### config.mk
export PLATFORM = sky130hd
export DESIGN_NAME = mfp_uart_tx_flat
export DESIGN_NICKNAME = d
export VERILOG_FILES = /design/src/rtl/mfp_uart_tx_if.sv /design/src/rtl/mfp_uart_tx.sv /design/src/flat_wrapper.sv
export SDC_FILE = /design/constraint.sdc
export NUM_CORES = 1
export LEC_CHECK = 0
export ABC_AREA = 0
export ABC_CLOCK_PERIOD_IN_PS = 4000
export CORE_MARGIN = 5
export CORE_UTILIZATION = 63
export DETAILED_ROUTE_END_ITERATION = 10
export DONT_BUFFER_PORTS = 1
export PLACE_DENSITY_LB_ADDON = 0.08
export SKIP_CTS_REPAIR_TIMING = 1
export SYNTH_ARGS = -nofsm -noshare
export SYNTH_HDL_FRONTEND = slang
export SYNTH_SLANG_ARGS = --single-unit
### constraint.sdc
create_clock -name SI_ClkIn -period 4 [get_ports SI_ClkIn]
set_input_delay 0.6 -clock SI_ClkIn [delete_from_list [all_inputs] [get_ports SI_ClkIn]]
set_output_delay 0.6 -clock SI_ClkIn [all_outputs]
set_load 0.05 [all_outputs]
### src/rtl/mfp_uart_tx_if.sv
// Byte write port into the UART transmitter: valid/ready handshake, byte sampled when both are high.
interface mfp_uart_tx_if;
  logic [7:0] tx_data;
  logic       tx_valid;
  logic       tx_ready;

  modport master (output tx_data, output tx_valid, input tx_ready);
  modport slave  (input tx_data, input tx_valid, output tx_ready);
endinterface

### src/rtl/mfp_uart_tx.sv
// 8N1 UART transmitter with a small circular transmit FIFO; a byte accepted into an idle block starts
// its start bit one edge later, and tx_ready drops only while the FIFO is full (producer holds the byte).
module mfp_uart_tx #(
  parameter int  CLK_FREQ   = 50000000,
  parameter int  BAUD       = 115200,
  parameter int  FIFO_DEPTH = 8,
  localparam int AW         = $clog2(FIFO_DEPTH)
) (
  input  logic         SI_ClkIn,
  input  logic         SI_Reset_N,
  mfp_uart_tx_if.slave wr,
  output logic         UART_TX,
  output logic         tx_busy,
  output logic         tx_done,
  output logic [AW:0]  fifo_count
);

  localparam int DIV = (CLK_FREQ + BAUD / 2) / BAUD;
  localparam int CW  = (DIV > 1) ? $clog2(DIV) : 1;
  localparam logic [CW-1:0] CNT_LAST = CW'(DIV - 1);
  localparam logic [AW:0]   DEPTH_C  = (AW + 1)'(FIFO_DEPTH);

  typedef enum logic [1:0] {S_IDLE, S_START, S_DATA, S_STOP} state_t;

  state_t        r_state, w_state_nxt;
  logic [CW-1:0] r_cnt, w_cnt_nxt;
  logic [2:0]    r_bit, w_bit_nxt;
  logic [7:0]    r_shift, w_shift_nxt;
  logic          r_tx, w_tx_nxt;
  logic [AW-1:0] r_wptr, r_rptr;
  logic [AW:0]   r_count;
  logic [7:0]    r_mem [FIFO_DEPTH];
  logic          w_push, w_pop, w_bit_end, w_fifo_nempty;

  assign wr.tx_ready   = (r_count < DEPTH_C);
  assign w_push        = wr.tx_valid && wr.tx_ready;
  assign w_fifo_nempty = (r_count != '0);
  assign w_bit_end     = (r_cnt == CNT_LAST);

  assign UART_TX    = r_tx;
  assign fifo_count = r_count;
  assign tx_busy    = (r_state != S_IDLE) || w_fifo_nempty;

  always_comb begin
    w_state_nxt = r_state;
    w_cnt_nxt   = r_cnt;
    w_bit_nxt   = r_bit;
    w_shift_nxt = r_shift;
    w_pop       = 1'b0;
    tx_done     = 1'b0;
    case (r_state)
      S_IDLE: begin
        if (w_fifo_nempty) begin
          w_pop       = 1'b1;
          w_shift_nxt = r_mem[r_rptr];
          w_cnt_nxt   = '0;
          w_state_nxt = S_START;
        end
      end
      S_START: begin
        if (w_bit_end) begin
          w_cnt_nxt   = '0;
          w_bit_nxt   = 3'd0;
          w_state_nxt = S_DATA;
        end else begin
          w_cnt_nxt = r_cnt + 1'b1;
        end
      end
      S_DATA: begin
        if (w_bit_end) begin
          w_cnt_nxt   = '0;
          w_shift_nxt = {1'b0, r_shift[7:1]};
          w_bit_nxt   = r_bit + 3'd1;
          if (r_bit == 3'd7) begin
            w_state_nxt = S_STOP;
          end
        end else begin
          w_cnt_nxt = r_cnt + 1'b1;
        end
      end
      S_STOP: begin
        if (w_bit_end) begin
          tx_done   = 1'b1;
          w_cnt_nxt = '0;
          // Chain straight into the next start bit so queued frames leave no idle gap.
          if (w_fifo_nempty) begin
            w_pop       = 1'b1;
            w_shift_nxt = r_mem[r_rptr];
            w_state_nxt = S_START;
          end else begin
            w_state_nxt = S_IDLE;
          end
        end else begin
          w_cnt_nxt = r_cnt + 1'b1;
        end
      end
      default: w_state_nxt = S_IDLE;
    endcase

    // The line register is loaded with the level of the state being entered.
    case (w_state_nxt)
      S_START: w_tx_nxt = 1'b0;
      S_DATA:  w_tx_nxt = w_shift_nxt[0];
      default: w_tx_nxt = 1'b1;
    endcase
  end

  always_ff @(posedge SI_ClkIn or negedge SI_Reset_N) begin
    if (!SI_Reset_N) begin
      r_state <= S_IDLE;
      r_cnt   <= '0;
      r_bit   <= 3'd0;
      r_shift <= 8'h00;
      r_tx    <= 1'b1;
    end else begin
      r_state <= w_state_nxt;
      r_cnt   <= w_cnt_nxt;
      r_bit   <= w_bit_nxt;
      r_shift <= w_shift_nxt;
      r_tx    <= w_tx_nxt;
    end
  end

  always_ff @(posedge SI_ClkIn or negedge SI_Reset_N) begin
    if (!SI_Reset_N) begin
      r_wptr  <= '0;
      r_rptr  <= '0;
      r_count <= '0;
    end else begin
      if (w_push) begin
        r_wptr <= r_wptr + 1'b1;
      end
      if (w_pop) begin
        r_rptr <= r_rptr + 1'b1;
      end
      case ({w_push, w_pop})
        2'b10:   r_count <= r_count + 1'b1;
        2'b01:   r_count <= r_count - 1'b1;
        default: r_count <= r_count;
      endcase
    end
  end

  always_ff @(posedge SI_ClkIn) begin
    if (w_push) begin
      r_mem[r_wptr] <= wr.tx_data;
    end
  end

endmodule
### src/flat_wrapper.sv
// flat-port wrapper written by rule: the top's interface ports become plain ports
module mfp_uart_tx_flat 
#(
  parameter int  CLK_FREQ   = 50000000,
  parameter int  BAUD       = 115200,
  parameter int  FIFO_DEPTH = 8,
  localparam int AW         = $clog2(FIFO_DEPTH)
)
  (SI_ClkIn, SI_Reset_N, UART_TX, tx_busy, tx_done, fifo_count, wr_tx_data, wr_tx_valid, wr_tx_ready);
  mfp_uart_tx_if wr_i ();
  input  logic SI_ClkIn;
  input  logic SI_Reset_N;
  output logic UART_TX;
  output logic tx_busy;
  output logic tx_done;
  output logic [AW:0] fifo_count;
  input wire logic [$bits(wr_i.tx_data)-1:0] wr_tx_data;
  input wire logic [$bits(wr_i.tx_valid)-1:0] wr_tx_valid;
  output wire logic [$bits(wr_i.tx_ready)-1:0] wr_tx_ready;
  assign wr_i.tx_data = wr_tx_data;
  assign wr_i.tx_valid = wr_tx_valid;
  assign wr_tx_ready = wr_i.tx_ready;
  mfp_uart_tx #(.CLK_FREQ(CLK_FREQ), .BAUD(BAUD), .FIFO_DEPTH(FIFO_DEPTH)) u_core (.SI_ClkIn(SI_ClkIn), .SI_Reset_N(SI_Reset_N), .wr(wr_i), .UART_TX(UART_TX), .tx_busy(tx_busy), .tx_done(tx_done), .fifo_count(fifo_count));
endmodule
# == After elaboration in Yosys (flattened, before gate mapping) ==
# Memory sizes are Yosys's and may differ from the RTL's.
# Cells that the tools add are included.
# word_totals
reg_bits,33
in_bits,11
latch_bits,0
mem_count,1
rom_bits,0
ram_bits,64
output_inout_bits,8
# classes
n_addsub,6
shifts,0
n_mul,0
eq_ne,13
div_mod_pow,0
bitwise_logic,0
n_reduce_logical,11
muxes,26
order_cmp,1
# memory_table
name,depth,word_bits,rd,rd_ports_with_merged_regs,wr,line,rtl
u_core.r_mem,8,8,1,0,1,mfp_uart_tx.sv:32,logic [7:0] r_mem [FIFO_DEPTH];
# op_table
op,n
$mux 8,3
$pmux 8 s3,1
$mux 9,2
$pmux 9 s2,1
$mux 2,5
$add 3x1->3 const B,3
$add 9x1->9 const B,1
$eq 9x9->1 const B,1
$eq 2x2->1 const B,4
$ne 2x1->1 const B,4
$pmux 2 s4,1
$pmux 4 s2,1
$mux 1,7
$eq 2x1->1 const B,3
$mux 3,2
$pmux 3 s2,1
$reduce_and 3->1,2
$reduce_bool 2->1,3
$add 4x1->4 const B,1
$lt 4x4->1 const B,1
$pmux 1 s2,2
$reduce_bool 4->1,1
$sub 4x1->4 const B,1
$eq 3x3->1 const B,1
5 further kinds,5

# == Logic depth before layout (Yosys ltp) ==
# depth
depth_word,6
depth_mapped,14
ltp_nobuf,12

# == Worst setup path before layout ==
# Ideal clock, no wire load.
# synth_path
path_type,reg-to-reg
from,register u_core.r_cnt[0]
to,register u_core.r_count[2] (netlist: u_core.fifo_count[2])
arrival_ns,2.489
path_buffers,2
period_less_slack_ns,2.638
path_slack_ns,1.362
setup_ns,0.150
stages_incl_launch_ff,14
cell_sequence,dfrtp_1 > ha_1 > and4b_1 > buf_6 > a31oi_4 > nor3_2 > ha_1 > clkbuf_1 > xor2_1 > ha_1 > a21oi_1 > xor2_1 > nor2_1 > xor2_1
# synth_between
elab_chain_cells,5
word_cells_on_any_way,7
cone_classes,3 x eq/ne; 3 x mux; 1 x reduce/logical
# synth_rtl
item,line,rtl
start: declaration,mfp_uart_tx.sv:26,"logic [CW-1:0] r_cnt, w_cnt_nxt;"
start signal: assignment,mfp_uart_tx.sv:117,r_cnt <= w_cnt_nxt;
$eq 9x9->1 (*),mfp_uart_tx.sv:38,assign w_bit_end = (r_cnt == CNT_LAST);
$mux 1 (*),mfp_uart_tx.sv:82,if (w_bit_end) begin
$pmux 1 s2 (*),mfp_uart_tx.sv:51,case (r_state)
net u_core.w_pop,mfp_uart_tx.sv:33,"logic w_push, w_pop, w_bit_end, w_fifo_nempty;"
$eq 2x1->1 / $eq 2x2->1 (equally long branches),mfp_uart_tx.sv:136,"case ({w_push, w_pop})"
$pmux 4 s2 / $reduce_bool 2->1 (equally long branches),--,
end signal: assignment,mfp_uart_tx.sv:137,2'b10: r_count <= r_count + 1'b1;
end signal: assignment,mfp_uart_tx.sv:138,2'b01: r_count <= r_count - 1'b1;
end signal: assignment,mfp_uart_tx.sv:139,default: r_count <= r_count;
end: declaration,mfp_uart_tx.sv:31,logic [AW:0] r_count;
# Mark *: on every way through the listed nets, which the timed path passes. The rest lies on a longest branch.
# A chain may end at the register's enable or synchronous reset.

# == Worst setup path in the final report ==
# layout_path
from,register u_core.r_count[0] (netlist: u_core.fifo_count[0])
to,output port tx_busy
# layout_between
elab_chain_cells,2
# layout_rtl
item,line,rtl
$reduce_bool 4->1,mfp_uart_tx.sv:37,assign w_fifo_nempty = (r_count != '0);
$logic_or 1x1->1,mfp_uart_tx.sv:42,assign tx_busy = (r_state != S_IDLE) || w_fifo_nempty;
end: declaration,flat_wrapper.sv:14,output logic tx_busy;
# Every way passes these cells.

==> results by group <==
Yosys
  • Synth Instances: 310
  • Synth Area in XOR/XNOR: 1.977%
  • Ys Warns: 0
  • Mux contribution to synthesized area: 10.96%
  • Top_reg_cell synth: edfxtp_1
  • Sequential share of the synthesized area: ~62%
  • Mean Syn Cell Area: 14.29 um^2
  • Synthesized flop and latch total: 97
  • Adder-cell share of the synthesized area: 4.236%
  • Yosys cell types: 57
  • Async set-or-reset flop fraction in the synthesized netlist: between 30% and 40%
  • Net Count, Synth: 336
  • Main combinational cell family by area after synthesis: multiplexers
  • Synth Area in Compound Gates: 9.009%
  • Post-synth EDFFs: 64
  • Simple-gate area share of the yosys netlist: under 10%
  • Mapped Area: 4430 um^2

Setup path
  • Slowest-stage cell, CP: or4_1
  • Worst-path cell chain: or4_1, nor2_2, inv_2
  • RR Endpoint: u_core.fifo_count[2]$_DFFE_PN0P_
  • Worst Path Required: 3400 ps
  • CP startpoint: u_core.fifo_count[0]$_DFFE_PN0P_
  • Bufs and invs on worst path: 1
  • Worst-path fanout max: 17
  • Type of origin of the critical path: register
  • Worst setup EP type: output pin
  • Crit path max-delay family: simple AND/OR/NAND/NOR gates
  • Slowest stage delay, CP: 930 ps
  • R2r setup slk: 1150 ps
  • Arrival time worst endpoint: 2490 ps
  • Cell depth of the worst setup path: 3
  • Critical path type: reg2out
  • Worst R2R Start: u_core.r_cnt[1]$_DFFE_PN0P_
  • CP Capture Point: tx_busy
  • Worst r2r path cells: 12

Final layout
  • Area occupied by multi-input gates: approximately 1600 um^2
  • Post-layout nets: 340
  • Ant. Diodes: 0
  • Sequential cell area: roughly 2700 um^2
  • Fin util: between 60% and 70%
  • Synth-to-Final Area Change: 6.467%
  • Fill cells: a little under 500
  • Layout cells sized above 1: between 10% and 20%

Global route
  • Vias in the first global route: 2,500
  • First-pass GRT wire length: ~13,000 um
  • Initial antenna violation count: 0
  • Remaining global-route overflow: 0
  • GRT Total Usage: 19.63%
  • Pin count of the biggest net entering global routing: 34

Die
  • Die area: 8810 um^2
  • Row Count: 30
  • Die Width: 93.86 um
  • Starting Density: 64.85%
  • # IOs: 19
  • Core ar.: 6832 um^2
  • Die Y: 93.86 um

Place
  • Number of port buffers: 0
  • RD Place Congestion: between 0.8 and 0.9
  • DPL Wire Length: 5123 um

Drt
  • 1st-iter DRT viols: 141
  • Wire per inst: 18.73 um
  • Via Count: 2,482
  • Drt total wl: 7772 um
  • Via/cell ratio: 5.981
  • Drt drc: 0
  • Post-route antenna net violation count: 0
  • Initial DRT Pass Iterations: 4

STA
  • Setup Viol. Count Final: 0
  • Fmax: about 320 MHz
  • Measured slew at the worst slew-check pin: 970.1 ps
  • RSZ-0062 raised after global routing: false
  • Worst slew margin: 35.32%
  • Clock skew: 7.755 ps
  • Final min period: 3092 ps
  • Fin. Hold Viols: 0
  • Setup_tns: 0 ps
  • Max-slew violations: 0
  • Crit share post-route: 77.29%

Power and ir drop
  • Leak pwr: between 1.5 and 2 nW
  • VDD IR max: 0.2967 mV
  • Tot Pwr: between 2 and 2.5 mW
  • Pwr dens: 483.2 nW/um^2

Clock tree
  • TritonCTS Buffers: 9
  • Worst-path clk slew: approximately 100 ps
  • Longest Clk Path Bufs: 2
  • Clk_lat worst skew: 360 ps
  • CTS tree: built
  • Clk root buf: clkbuf_8
  • CTS Sinks: 97
  • # H-tree levels: 3

Job
  • Max Cap Viol: 0

Hold path
  • HP Class: in2async

Outcome
  • Status: completed
[metrics by stage]
step / worst slack (ps) / hold WS, ps / instances / cell area [um^2]
final: 908.3 / 61.88 / 415 / 4717
after floorplan: 1362 / 304.4 / 310 / 4431
after CTS: 917.1 / -96.22 / 414 / 4697
after detailed placement: 1157 / 305.6 / 398 / 4487
after global routing: 771.5 / 46.70 / 415 / 4717
after global placement: 1267 / 305.6 / 398 / 4487
[cell usage after synthesis (3+ instances only)]
library cell / number / area (um^2)
xnor2_1: 4 / 35.03
edfxtp_1: 64 / 1922
nor3_1: 4 / 20.02
a21oi_1: 11 / 55.05
mux4_2: 15 / 337.8
o31ai_1: 4 / 30.03
dfrtp_1: 32 / 800.8
o21ai_0: 10 / 50.05
nand2b_1: 3 / 18.77
nand3_1: 6 / 30.03
buf_2: 5 / 25.02
xor2_1: 6 / 52.55
mux2_2: 5 / 56.30
a211oi_1: 6 / 45.04
nor2_1: 21 / 78.83
inv_1: 7 / 26.28
ha_1: 15 / 187.7
o21ai_1: 14 / 70.07
mux2i_1: 8 / 80.08
nand2_1: 24 / 90.09
[layout make-up]
| type | count | share of cell area, % |
|---|---|---|
| clock buffers | 9 | 2.626 |
| clock inverters | 7 | 1.830 |
| inverters | 8 | 0.6366 |
| multi-input cells | 195 | 33.34 |
| flip-flops and latches | 97 | 58.28 |
| well taps | 96 | 2.546 |
| repair buffers | 3 | 0.7427 |
[worst register-to-register path: cells and delay by family, from the launching register on]
kind	cells	cell delay, ps
simple gates	3	780
fa+ha+maj	3	710
flops	1	410
xor+xnor	3	400
compound gates	2	340
buf+inv	1	80
[kinds of logic after synthesis]
group / count (synthesis)
DFF: 97
buffers and inverters: 18
xor gates and xnor gates: 10
AOI/OAI and AO/OA: 62
and+or+nand+nor: 79
muxes: 29
adders and majority gates: 15
[worst min-delay path by stage]
stage                     from                                to  slack (ps)  depth (start not counted)
finish              SI_Reset_N       u_core.r_bit[0]$_DFFE_PN0P_          60                          1
global route        SI_Reset_N      u_core.r_wptr[1]$_DFFE_PN0P_          50                          1
CTS                 SI_Reset_N       u_core.r_cnt[7]$_DFFE_PN0P_        -100                          0
detailed placement  SI_Reset_N       u_core.r_bit[1]$_DFFE_PN0P_         310                          0
global placement    SI_Reset_N       u_core.r_bit[0]$_DFFE_PN0P_         310                          0
floorplan           SI_Reset_N  u_core.fifo_count[0]$_DFFE_PN0P_         300                          0
[flip-flops by register name (all words and copies together), names as in the netlist]
| name | flops |
|---|---|
| u_core.r_mem | 64 |
| u_core.r_cnt | 9 |
| u_core.r_shift | 8 |
| u_core.fifo_count | 4 |
| u_core.r_bit | 3 |
| u_core.r_rptr | 3 |
| u_core.r_wptr | 3 |
| u_core.r_state | 2 |
| u_core.UART_TX | 1 |
[power breakdown]
| group | switching (mW) | internal [mW] | total, mW |
|---|---|---|---|
| Combinational | 0.162 | 0.106 | 0.268 |
| Clock | 0.357 | 0.302 | 0.659 |
| Sequential | 0.164 | 1.19 | 1.35 |
| Total | 0.683 | 1.60 | 2.28 |
[cell usage in the layout (no fill, tap or decap), drive strengths merged, types with 2 or more instances in the layout]
master / n
xnor2: 4
or2: 3
a31o: 2
nor2b: 2
xor2: 6
nor3: 5
nand2b: 3
a31oi: 3
or4: 3
nand2: 24
a21oi: 11
inv: 11
o31ai: 4
clkbuf: 9
mux4: 15
mux2i: 8
mux2: 6
o22ai: 2
edfxtp: 64
a211oi: 6
buf: 3
nor2: 23
clkinv: 2
o211ai: 3
and3: 3
o21ai: 24
nand3: 6
dfrtp: 32
ha: 15
a22o: 2
[metal layers]
layer  global-route usage (%)  vias up  part of all wire (%)
met3                    4.647       13                   2.8
li1                         -     1186                     -
met1                    24.99     1240                    45
met4                    7.220        0                   1.7
met2                    32.82       43                    50
met5                        0        -                     0
Note: power is estimated with default switching activity, not from simulation.
